==> config.mk <==
export PLATFORM = sky130hd
export DESIGN_NAME = pmp_access_arbiter
export DESIGN_NICKNAME = d
export VERILOG_FILES = /design/src/rtl/pmp_access_arbiter.sv
export SDC_FILE = /design/constraint.sdc
export NUM_CORES = 1
export LEC_CHECK = 0
export ABC_CLOCK_PERIOD_IN_PS = 1800
export CAP_MARGIN = 10
export CELL_PAD_IN_SITES_DETAIL_PLACEMENT = 0
export CELL_PAD_IN_SITES_GLOBAL_PLACEMENT = 1
export CORE_MARGIN = 2
export CORE_UTILIZATION = 15
export CTS_BUF_LIST = sky130_fd_sc_hd__clkbuf_8
export DETAILED_ROUTE_END_ITERATION = 6
export PLACE_DENSITY_LB_ADDON = 0.1
export SETUP_SLACK_MARGIN = 0.02
export SLEW_MARGIN = 20
export SYNTH_ARGS = -nofsm -noshare
export SYNTH_HDL_FRONTEND = slang
export SYNTH_SLANG_ARGS = --single-unit
==> constraint.sdc <==
create_clock -name clock -period 1.8 [get_ports clock]
set_input_delay 0.36 -clock clock [delete_from_list [all_inputs] [get_ports clock]]
set_output_delay 0.36 -clock clock [all_outputs]
set_load 0.01 [all_outputs]
==> src/rtl/pmp_access_arbiter.sv <==
// pmp_access_arbiter
// Shares a single pmp instance between instruction fetch, the LSU and the
// CSR unit. One requester is granted per cycle (csr > lsu > fetch, with fetch
// promoted above the LSU once it has been starved long enough). The pmp
// result is registered into the winner's response one cycle after its grant.
// A CSR write is followed by one SETTLE cycle with no grants so the new
// configuration is in effect before any further check.
module pmp_access_arbiter #(
   parameter int XLEN       = 32,
   parameter int STARVE_MAX = 4,
   parameter int CNT_W      = 3
) (
   input  logic            clock,
   input  logic            reset,

   input  logic            if_req,
   input  logic [XLEN-1:0] if_addr,
   input  logic [1:0]      if_priv,
   output logic            if_gnt,
   output logic            if_rsp_valid,
   output logic            if_fault,

   input  logic            lsu_req,
   input  logic            lsu_we,
   input  logic [XLEN-1:0] lsu_addr,
   input  logic [1:0]      lsu_size,
   input  logic [1:0]      lsu_priv,
   output logic            lsu_gnt,
   output logic            lsu_rsp_valid,
   output logic            lsu_fault,

   input  logic            csr_req,
   input  logic            csr_we,
   input  logic [XLEN-1:0] csr_addr,
   input  logic [XLEN-1:0] csr_wdata,
   output logic            csr_gnt,
   output logic            csr_rsp_valid,
   output logic [XLEN-1:0] csr_rdata,

   output logic            pmp_wr_en,
   output logic [XLEN-1:0] pmp_rw_addr,
   output logic [XLEN-1:0] pmp_wdata,
   output logic [XLEN-1:0] pmp_addr,
   output logic [1:0]      pmp_priv_mode,
   output logic [1:0]      pmp_size,
   output logic [1:0]      pmp_oper,
   input  logic [XLEN-1:0] pmp_rdata,
   input  logic [1:0]      pmp_permission
);

   // Encoding of the pmp operation port
   localparam logic [1:0] OPER_READ    = 2'b00;
   localparam logic [1:0] OPER_WRITE   = 2'b01;
   localparam logic [1:0] OPER_EXECUTE = 2'b10;

   // Fetch is always a word-sized check
   localparam logic [1:0] FETCH_SIZE   = 2'b10;

   // pmp reports 2'b01 when the access is allowed
   localparam logic [1:0] PERM_ALLOWED = 2'b01;

   localparam logic [CNT_W-1:0] STARVE_LIMIT = CNT_W'(STARVE_MAX);

   typedef enum logic {
      IDLE,
      SETTLE
   } state_t;

   state_t            r_state;
   state_t            w_nextState;

   logic [CNT_W-1:0]  r_starveCnt;
   logic              w_fetchFirst;

   logic              w_ifGnt;
   logic              w_lsuGnt;
   logic              w_csrGnt;
   logic              w_allowed;

   logic              r_ifRspValid;
   logic              r_ifFault;
   logic              r_lsuRspValid;
   logic              r_lsuFault;
   logic              r_csrRspValid;
   logic [XLEN-1:0]   r_csrRdata;

   assign w_fetchFirst = (r_starveCnt == STARVE_LIMIT);
   assign w_allowed    = (pmp_permission == PERM_ALLOWED);

   // Pick at most one winner per cycle; nobody wins while the new config settles
   always_comb begin
      w_ifGnt  = 1'b0;
      w_lsuGnt = 1'b0;
      w_csrGnt = 1'b0;
      if (r_state == IDLE) begin
         if (csr_req) begin
            w_csrGnt = 1'b1;
         end else if (w_fetchFirst) begin
            if (if_req) begin
               w_ifGnt = 1'b1;
            end else if (lsu_req) begin
               w_lsuGnt = 1'b1;
            end
         end else begin
            if (lsu_req) begin
               w_lsuGnt = 1'b1;
            end else if (if_req) begin
               w_ifGnt = 1'b1;
            end
         end
      end
   end

   // A granted CSR write forces one quiet cycle before the next check
   always_comb begin
      w_nextState = r_state;
      unique case (r_state)
         IDLE: begin
            if (w_csrGnt && csr_we) begin
               w_nextState = SETTLE;
            end
         end
         SETTLE: begin
            w_nextState = IDLE;
         end
         default: begin
            w_nextState = IDLE;
         end
      endcase
   end

   // Steer the shared pmp ports from whichever requester won this cycle
   always_comb begin
      pmp_wr_en     = 1'b0;
      pmp_rw_addr   = '0;
      pmp_wdata     = '0;
      pmp_addr      = '0;
      pmp_priv_mode = 2'b00;
      pmp_size      = 2'b00;
      pmp_oper      = OPER_READ;
      if (w_ifGnt) begin
         pmp_addr      = if_addr;
         pmp_priv_mode = if_priv;
         pmp_size      = FETCH_SIZE;
         pmp_oper      = OPER_EXECUTE;
      end else if (w_lsuGnt) begin
         pmp_addr      = lsu_addr;
         pmp_priv_mode = lsu_priv;
         pmp_size      = lsu_size;
         pmp_oper      = lsu_we ? OPER_WRITE : OPER_READ;
      end else if (w_csrGnt) begin
         pmp_rw_addr   = csr_addr;
         pmp_wdata     = csr_wdata;
         pmp_wr_en     = csr_we;
      end
   end

   // Arbitration state register
   always_ff @(posedge clock or negedge reset) begin
      if (!reset) begin
         r_state <= IDLE;
      end else begin
         r_state <= w_nextState;
      end
   end

   // Count how long fetch has waited; it only builds while fetch is asking
   always_ff @(posedge clock or negedge reset) begin
      if (!reset) begin
         r_starveCnt <= '0;
      end else if (!if_req || w_ifGnt) begin
         r_starveCnt <= '0;
      end else if (r_starveCnt != STARVE_LIMIT) begin
         r_starveCnt <= r_starveCnt + 1'b1;
      end
   end

   // Capture the pmp result for the winner and present it for one cycle
   always_ff @(posedge clock or negedge reset) begin
      if (!reset) begin
         r_ifRspValid  <= 1'b0;
         r_ifFault     <= 1'b0;
         r_lsuRspValid <= 1'b0;
         r_lsuFault    <= 1'b0;
         r_csrRspValid <= 1'b0;
      end else begin
         r_ifRspValid  <= w_ifGnt;
         r_ifFault     <= w_ifGnt & ~w_allowed;
         r_lsuRspValid <= w_lsuGnt;
         r_lsuFault    <= w_lsuGnt & ~w_allowed;
         r_csrRspValid <= w_csrGnt;
      end
   end

   // CSR read data is latched on reads and zeroed after writes
   always_ff @(posedge clock or negedge reset) begin
      if (!reset) begin
         r_csrRdata <= '0;
      end else if (w_csrGnt) begin
         r_csrRdata <= csr_we ? '0 : pmp_rdata;
      end
   end

   assign if_gnt        = w_ifGnt;
   assign lsu_gnt       = w_lsuGnt;
   assign csr_gnt       = w_csrGnt;
   assign if_rsp_valid  = r_ifRspValid;
   assign if_fault      = r_ifFault;
   assign lsu_rsp_valid = r_lsuRspValid;
   assign lsu_fault     = r_lsuFault;
   assign csr_rsp_valid = r_csrRspValid;
   assign csr_rdata     = r_csrRdata;

endmodule

==> summary.md <==
| Metric | Value |
|---|---|
| Worst slew pin tran | `0.520 ns` |
| Cts bufs inserted | `5` |
| Final Instance Area | `6940 um2` |
| Max clock buf depth | `2` |
| Cell Rows | `47` |
| Grt total ovfl | `0` |
| Final hold vios | `0` |
| Vias in the first global route | `3772` |
| CTS sink cnt | `41` |
| CP Buf/Inv Count | `5` |
| Post-synth top area cell | `dfrtp_1` |
| Mapped Nets | `467` |
| Peak VDD IR | `0.236 mV` |
| WP data required | `1.44 ns` |
| Initial Utilization | `15.3%` |
| Reg-to-Reg Start | `r_starveCnt[1]` |
| RSZ-0062 raised after global routing | `true` |
| Final Skew | `0.00475 ns` |
| IO Port Bufs | `317` |
| Max Cap Viol | `0` |
| Mean Syn Cell Area | `8.76 um2` |
| Vias per inst | `4.05` |
| Cell Area, Synth | `2540 um2` |
| Initial drt markers | `68` |
| Vias | `3533` |
| Fin crit share | `127%` |
| Drt first pass iters | `4` |
| Fmax | `438 MHz` |
| Top cells by area, synth | `dfrtp_1 (40%), and2_1 (17%), a22o_1 (12%), nand2_1 (9.6%), nand3b_1 (9.5%)` |
| Clock latency on the worst-skew pair | `0.29 ns` |
| Clk slew on worst S/H paths | `0.08 ns` |
| DRT Wirelength | `14.8 mm` |
| Synthesis-to-finish area growth | `173%` |
| Remaining antenna violation count | `0` |
| Max incr delay on CP | `0.40 ns` |
| Worst setup margin | `-0.483 ns` |
| First-pass GRT wire length | `21.2 mm` |
| # DRC | `0` |
| Max-slew violations | `0` |
| Final core occ | `41.8%` |
| Worst setup EP type | `output pin` |
| Post-synth EDFFs | `0` |
| Post-placement cell area | `6080 um2` |
| Ys flop type | `dfrtp_1` |
| Largest net degree at the start of global routing | `34` |
| Ant diodes | `0` |
| Total die area | `18000 um2` |
| Library cells used by synthesis | `24` |
| Ys Warns | `0` |
| Initial antenna violation count | `0` |
| Most common cell on crit path | `buf_6` |
| Post-synth top area share | `40.4%` |
| HP Class | `input port to async pin` |
| Ports | `318` |
| GPL Wtd Cong | `0.768` |
| Outcome | `finished with violations` |
| CP max-delay cell | `dfrtp_1` |
| R2r setup slk | `0.09 ns` |
| Post-layout min period | `2.28 ns` |
| Worst R2R End | `if_fault` |
| Worst Hold Margin | `0.0384 ns` |
| Power per Cell Area | `481 nW/um2` |
| Cell count after synthesis | `290` |
| Final setup viols | `103` |
| Avg WL per Cell | `16.9 um` |
| # hold bufs at CTS | `0` |
| Sequential cell area fraction in the yosys report | `40.4%` |
| Ys async rst share | `100%` |
| Cell family with most CP delay | `buffers and inverters` |
| List of most frequent post-synthesis cells | `and2_1 (68), nand2_1 (65), dfrtp_1 (41)` |
| All-layer global routing usage | `15.3%` |
| CP Max Fanout | `5` |
| Crit path launch type | `flop` |
| Die width | `134 um` |
| Crit path kind | `flop to output pin` |
| Core Area | `16600 um2` |
| Setup TNS Final | `-25.65 ns` |
| Filler cell count | `1618` |
| Worst path cell trace | `inv_2, ha_4, nand2_4, buf_6, o211a_4, buf_6, buf_4, a22o_1, buf_2` |
| Most numerous cell in the Yosys netlist | `and2_1` |
| CTS tree | `done` |
| CTS Root Cell | `clkbuf_8` |
| Worst r2r path cells | `9` |
| Yosys reg bits | `41` |
| Layout cells sized above 1 | `38.3%` |
| Lkg Pwr | `3.25 nW` |
| H-Tree Depth | `2` |
| Nets@finish | `829` |
| HPWL after DPL | `10.6 mm` |
| Die height | `134 um` |
| Failing checks | `setup timing` |
| Worst slew margin | `65.3%` |
| WP data arrival | `1.92 ns` |
how the worst max path moves through the flow:
stage | from | endpoint | cells past startpoint
2_1_floorplan | r_starveCnt[0] | pmp_addr[10] | 7
3_3_place_gp | csr_req | pmp_addr[6] | 5
3_5_place_dp | csr_req | pmp_addr[6] | 5
4_1_cts | r_starveCnt[0] | pmp_addr[1] | 9
5_1_grt | r_starveCnt[1] | pmp_addr[25] | 9
6_report | r_starveCnt[1] | pmp_addr[29] | 9
layout by cell type (no fill, tap or decap), types with 2 or more instances in the layout:
cell / instances
a21oi_1: 2
a22o_1: 34
and2_1: 6
and2_4: 62
buf_12: 11
buf_16: 4
buf_2: 35
buf_4: 24
buf_6: 86
buf_8: 8
clkbuf_16: 3
clkbuf_8: 7
clkdlybuf4s50_1: 209
dfrtp_1: 41
inv_2: 2
nand2_1: 65
nand3b_1: 32
nor2_1: 2
nor2b_1: 2
o311ai_0: 2
or3_1: 2
metrics by stage:
stage	std cells	power [W]	setup slack [ns]
2_1_floorplan	290	0.00145	-0.0388
3_3_place_gp	824	0.00240	-0.804
3_5_place_dp	824	0.00240	-0.826
4_1_cts	866	0.00331	-0.569
5_1_grt	873	0.00353	-0.563
6_report	873	0.00333	-0.483
power by group:
part	internal, W	switching (W)	total, W	leakage (nW)
Combinational	0.00105	0.000566	0.00161	2.66
Clock	0.000347	0.000328	0.000675	0.0542
Sequential	0.00100	0.0000447	0.00105	0.536
layout make-up:
cell class                 instances  area, um2  share of cell area (%)
tap                              220        275                    3.97
sequential                        41       1030                    14.8
clock inverter                     1       5.00                  0.0722
inverter                           4       22.5                   0.325
timing repair buffer             381       3950                    56.9
clock buffer                       7       96.3                    1.39
multi-input combinational        219       1560                    22.5
cell families after synthesis:
logic type / Yosys count / share of synthesized area (%)
compound gates: 42 / 14.8
fa+ha+maj: 2 / 0.985
buf+inv: 30 / 5.86
flops: 41 / 40.4
simple gates: 175 / 38.0
flip-flops by register name, summed over array words and instances, names as in the netlist:
name,flops
r_state,1
lsu_rsp_valid,1
csr_rsp_valid,1
lsu_fault,1
if_fault,1
if_rsp_valid,1
r_starveCnt,3
csr_rdata,32
what timing repair did:
item / CTS / global route
gates resized for setup: 537 / 89
setup endpoints to repair: 106 / 106
setup buffers: 25 / 13
pin swaps: 34 / 39
gates cloned: 10 / 3
layer usage:
metal / vias up / global-route usage (%) / wire length [um]
met3: 10 / 4.61 / 1220
met2: 176 / 30.9 / 8340
met5: - / 0 / 0
met1: 1653 / 15.1 / 5000
li1: 1694 / - / -
met4: 0 / 3.45 / 190
Power figures use the tool's default switching activity.
==> RTL change 1, RTL diff (config.mk and constraints unchanged) <==
Remove the register `r_lsuFault`: a continuous assignment takes its place, so the output `lsu_fault` follows one clock earlier.
--- a/src/rtl/pmp_access_arbiter.sv
+++ b/src/rtl/pmp_access_arbiter.sv
@@ -181,16 +181,16 @@
          r_ifRspValid  <= 1'b0;
          r_ifFault     <= 1'b0;
          r_lsuRspValid <= 1'b0;
-         r_lsuFault    <= 1'b0;
          r_csrRspValid <= 1'b0;
       end else begin
          r_ifRspValid  <= w_ifGnt;
          r_ifFault     <= w_ifGnt & ~w_allowed;
          r_lsuRspValid <= w_lsuGnt;
-         r_lsuFault    <= w_lsuGnt & ~w_allowed;
          r_csrRspValid <= w_csrGnt;
       end
    end
+
+   assign r_lsuFault = w_lsuGnt & ~w_allowed;
 
    // CSR read data is latched on reads and zeroed after writes
    always_ff @(posedge clock or negedge reset) begin
Behaviour: not the same (Yosys sat finds a counterexample within 4 cycles, from zero or initial values and one cycle with reset low).
==> RTL change 1 against the original RTL <==
- the run still ends with negative setup slack left
- synthesized area down 0.98%
- cell area up 1.7%
- routed wire length down 0.11%
- first-iteration DRC count down 2.9%
- critical path depth up 1
- total power up 1.9%
- setup slack worse by 0.085 ns
- sequential cell count down 1
- critical endpoint is now pmp_addr[26]
- highest routed layer unchanged
==> RTL change 1: results (changes against the original RTL) <==
| Metric | Value |
|---|---|
| Leakage | 0.00332 uW (+2.0%) |
| Async SR Flop Fraction | 100% (unchanged) |
| Clock slew at reported path FFs | 0.08 ns (about the same) |
| Htree depth | 2 (unchanged) |
| Status | complete, but fails checks |
| Sequential-to-total area share from yosys stat | 39.8% (-0.59 points) |
| Non-filler cells, final | 884 (+1.3%) |
| Clk_skew | 0.00701 ns (+0.00226 ns) |
| Routing usage on met1 | 18.3% (+3.1 points) |
| Syn. warnings | 0 (unchanged) |
| Crit-path max FO | 2 (-3) |
| Vias in the first global route | 3,763 (-0.24%) |
| Setup bufs post-CTS | 41 (+64%) |
| Syn Inst Count | 289 (-0.34%) |
| Post-DP Area | 6030 um2 (-0.82%) |
| Failing checks | negative setup slack |
| Least-Margin Pin Slew | 0.368 ns (-0.152 ns) |
| CP most frequent cell | buf_6 |
| Setup violations, final | 107 (+3.9%) |
| Nets | 840 (+1.3%) |
| Final core occ | 42.8% (+1.0 points) |
| Setup TNS | -35.56 ns (-9.91 ns) |
| First-pass GRT wire length | 21,900 um (+3.2%) |
| Clock network area share | 1.58% (+0.12 points) |
| Vias per std cell | 4.04 (-0.18%) |
| Min-delay worst type | input port to async pin |
| Met2 wire len | 7650 um (-8.3%) |
| Wire per inst | 16.7 um (-1.4%) |
| Met3 Use GR | 4.87% (+0.26 points) |
| Final RePlAce weighted congestion | 0.742 (-3.5%) |
| Int Power | 2450 uW (+2.5%) |
| Buffers, non-clock | 393 (+3.1%) |
| Max IR drop VDD | 0.000278 V (+17%) |
| M1 WL | 5600 um (+12%) |
| Final WS setup | -0.568 ns (-0.0850 ns) |
| Largest net degree at the start of global routing | 41 (+21%) |
| DPL Wire Length | 9820 um (-7.6%) |
| Top cells by area, synth | dfrtp_1, and2_1, a22o_1 |
| GR Util All Layers | 15.8% (+0.52 points) |
| Share of cells above drive strength 1 | 39.9% (+1.6 points) |
| Initial DRC Count | 66 (-2.9%) |
| Flops & latches, synth | 40 (-2.4%) |
| Met3 wire len | 1280 um (+4.7%) |
| Routing usage on met2 | 28.8% (-2.1 points) |
| Post-CTS resize count | 557 (+3.7%) |
| Top cells by count, synth | and2_1, nand2_1, dfrtp_1 |
| Net Count, Synth | 466 (-0.21%) |
| Placed Cells | 818 (-0.73%) |
| Multi-input gate area | 1560 um2 (-0.16%) |
| Clk buf depth | 2 (unchanged) |
| Data buffer area share | 57.9% (+0.93 points) |
| FF/Latch Area | 1000 um2 (-2.3%) |
| CP arrival | 2.01 ns (+0.09 ns) |
| Number of fill cells in the layout | 1,614 (-0.25%) |
| Place WS | -0.833 ns (-0.00745 ns) |
| First-pass DRT Iterations | 4 (unchanged) |
-- RTL change 1: power by group through the flow --
stage	registers (uW)	clock network, uW	logic (uW)
2_1_floorplan	1080	0	354
3_3_place_gp	1040	0	1320
3_5_place_dp	1040	0	1320
4_1_cts	1030	787	1580
5_1_grt	1030	818	1750
6_report	1020	740	1630
-- RTL change 1: final timing paths --
check	from	endpoint	slack (ns)	depth (start not counted)
max in group asynchronous	reset	r_state	1.55	2
min in group clock	csr_rdata[6]	csr_rdata[6]	0.47	2
hold / removal	reset	csr_rdata[2]	0.03	2
hold reg to reg	csr_rdata[6]	csr_rdata[6]	0.47	2
setup reg to reg	r_state	csr_rdata[21]	0.13	11
setup / recovery	r_starveCnt[1]	pmp_addr[26]	-0.57	10
-- RTL change 1: logic make-up (layout without fill, tap and decap cells) --
kind of cell	Yosys count	in the layout	synth area share (%)
compound gates	42	42	14.9
fa+ha+maj	2	2	0.994
buf+inv	30	405	5.92
flops	40	40	39.8
simple gates	175	175	38.4
==> RTL change 2, RTL diff (config.mk and constraints unchanged) <==
Without the edit above. Set the parameter `CNT_W` to 4 (it was 3).
--- a/src/rtl/pmp_access_arbiter.sv
+++ b/src/rtl/pmp_access_arbiter.sv
@@ -8,7 +8,7 @@
 module pmp_access_arbiter #(
    parameter int XLEN       = 32,
    parameter int STARVE_MAX = 4,
-   parameter int CNT_W      = 3
+   parameter int CNT_W      = 4
 ) (
    input  logic            clock,
    input  logic            reset,
Formal check against the unedited RTL: no difference found for any inputs over 10 cycles, from zero or initial values and one cycle with reset low; that may be too few to reach the edited logic, so the function may still have changed.
==> RTL change 2 against the original RTL <==
- the flow still finishes with violations (negative setup slack)
- routed wire length increased by 13%
- sequential share of layout area fell by 1.1 points
- synthesized area increased by 19%
- non-clock buffer count up 17
- synthesized cell count increased by 30%
- core utilization down 3.5 points
- combinational power grew 14%
- setup slack improved by 0.18 ns
- global-route usage is 0.92 points lower
- cell area is 11% higher
- total power is 16% higher
- clock skew hardly changed
- sequential cell count grew 1
==> RTL change 2: results (changes against the original RTL) <==
| Metric | Value |
|---|---|
| Placed Cells | 956 (+16%) |
| Power share of the sequential group | 27.8% (-3.6 points) |
| Max IR drop VDD | 0.000275 V (+16%) |
| Failing checks | negative setup slack |
| Sequential-to-total area share from yosys stat | 34.6% (-5.7 points) |
| Syn Inst Count | 377 (+30%) |
| Met3 Use GR | 4.72% (+0.11 points) |
| Top cells by area, synth | dfrtp_1, nand2_1, and2_1 |
| Place WS | -0.715 ns (+0.110 ns) |
| Top sig layer | met5 |
| Post-synthesis mux area share | 0.330% (+0.33 points) |
| Int Power | 2760 uW (+15%) |
| Distinct cells, synth | 31 (+29%) |
| Status | complete, but fails checks |
| DPL Wire Length | 11,900 um (+12%) |
| Final WS setup | -0.307 ns (+0.175 ns) |
| Initial DRC Count | 132 (+94%) |
| Xor/xnor cell area share of the yosys netlist | 0.289% (+0.29 points) |
| Setup violations, final | 106 (+2.9%) |
| Net Count, Synth | 554 (+19%) |
| Adder-Cell Fraction of Synth Area | 0.825% (-0.16 points) |
| Number of fill cells in the layout | 2,101 (+30%) |
| Final RePlAce weighted congestion | 0.772 (+0.51%) |
| WL final | 16,700 um (+13%) |
| Nets | 925 (+12%) |
| Top cells by count, synth | nand2_1, and2_1, dfrtp_1 |
RTL change 2: final timing paths:
check                               from        endpoint  slack, ns
max                              r_state   pmp_wdata[21]      -0.31
min in group asynchronous          reset   csr_rdata[28]       0.53
max in group asynchronous          reset  r_starveCnt[1]       0.76
max reg2reg                      r_state   csr_rdata[18]       0.21
min                        csr_rdata[12]   csr_rdata[12]       0.47
min reg2reg                csr_rdata[12]   csr_rdata[12]       0.47
RTL change 2: repair_timing:
item,CTS,global route
resized for setup,517,109
setup endpoints to repair,106,100
pin swaps,46,26
endpoints found under the hold margin,16,0
gates cloned,7,6
hold buffers,1,0
setup buffers,34,15
RTL change 2: layout make-up:
type	count	area (um2)	area share, %
Sequential cell	42	1050	13.7
Multi-Input combinational cell	294	2000	26.1
Clock buffer	6	82.6	1.08
Inverter	7	38.8	0.505
Clock inverter	2	60.1	0.782
Timing Repair Buffer	398	4110	53.5
Tap cell	270	338	4.40
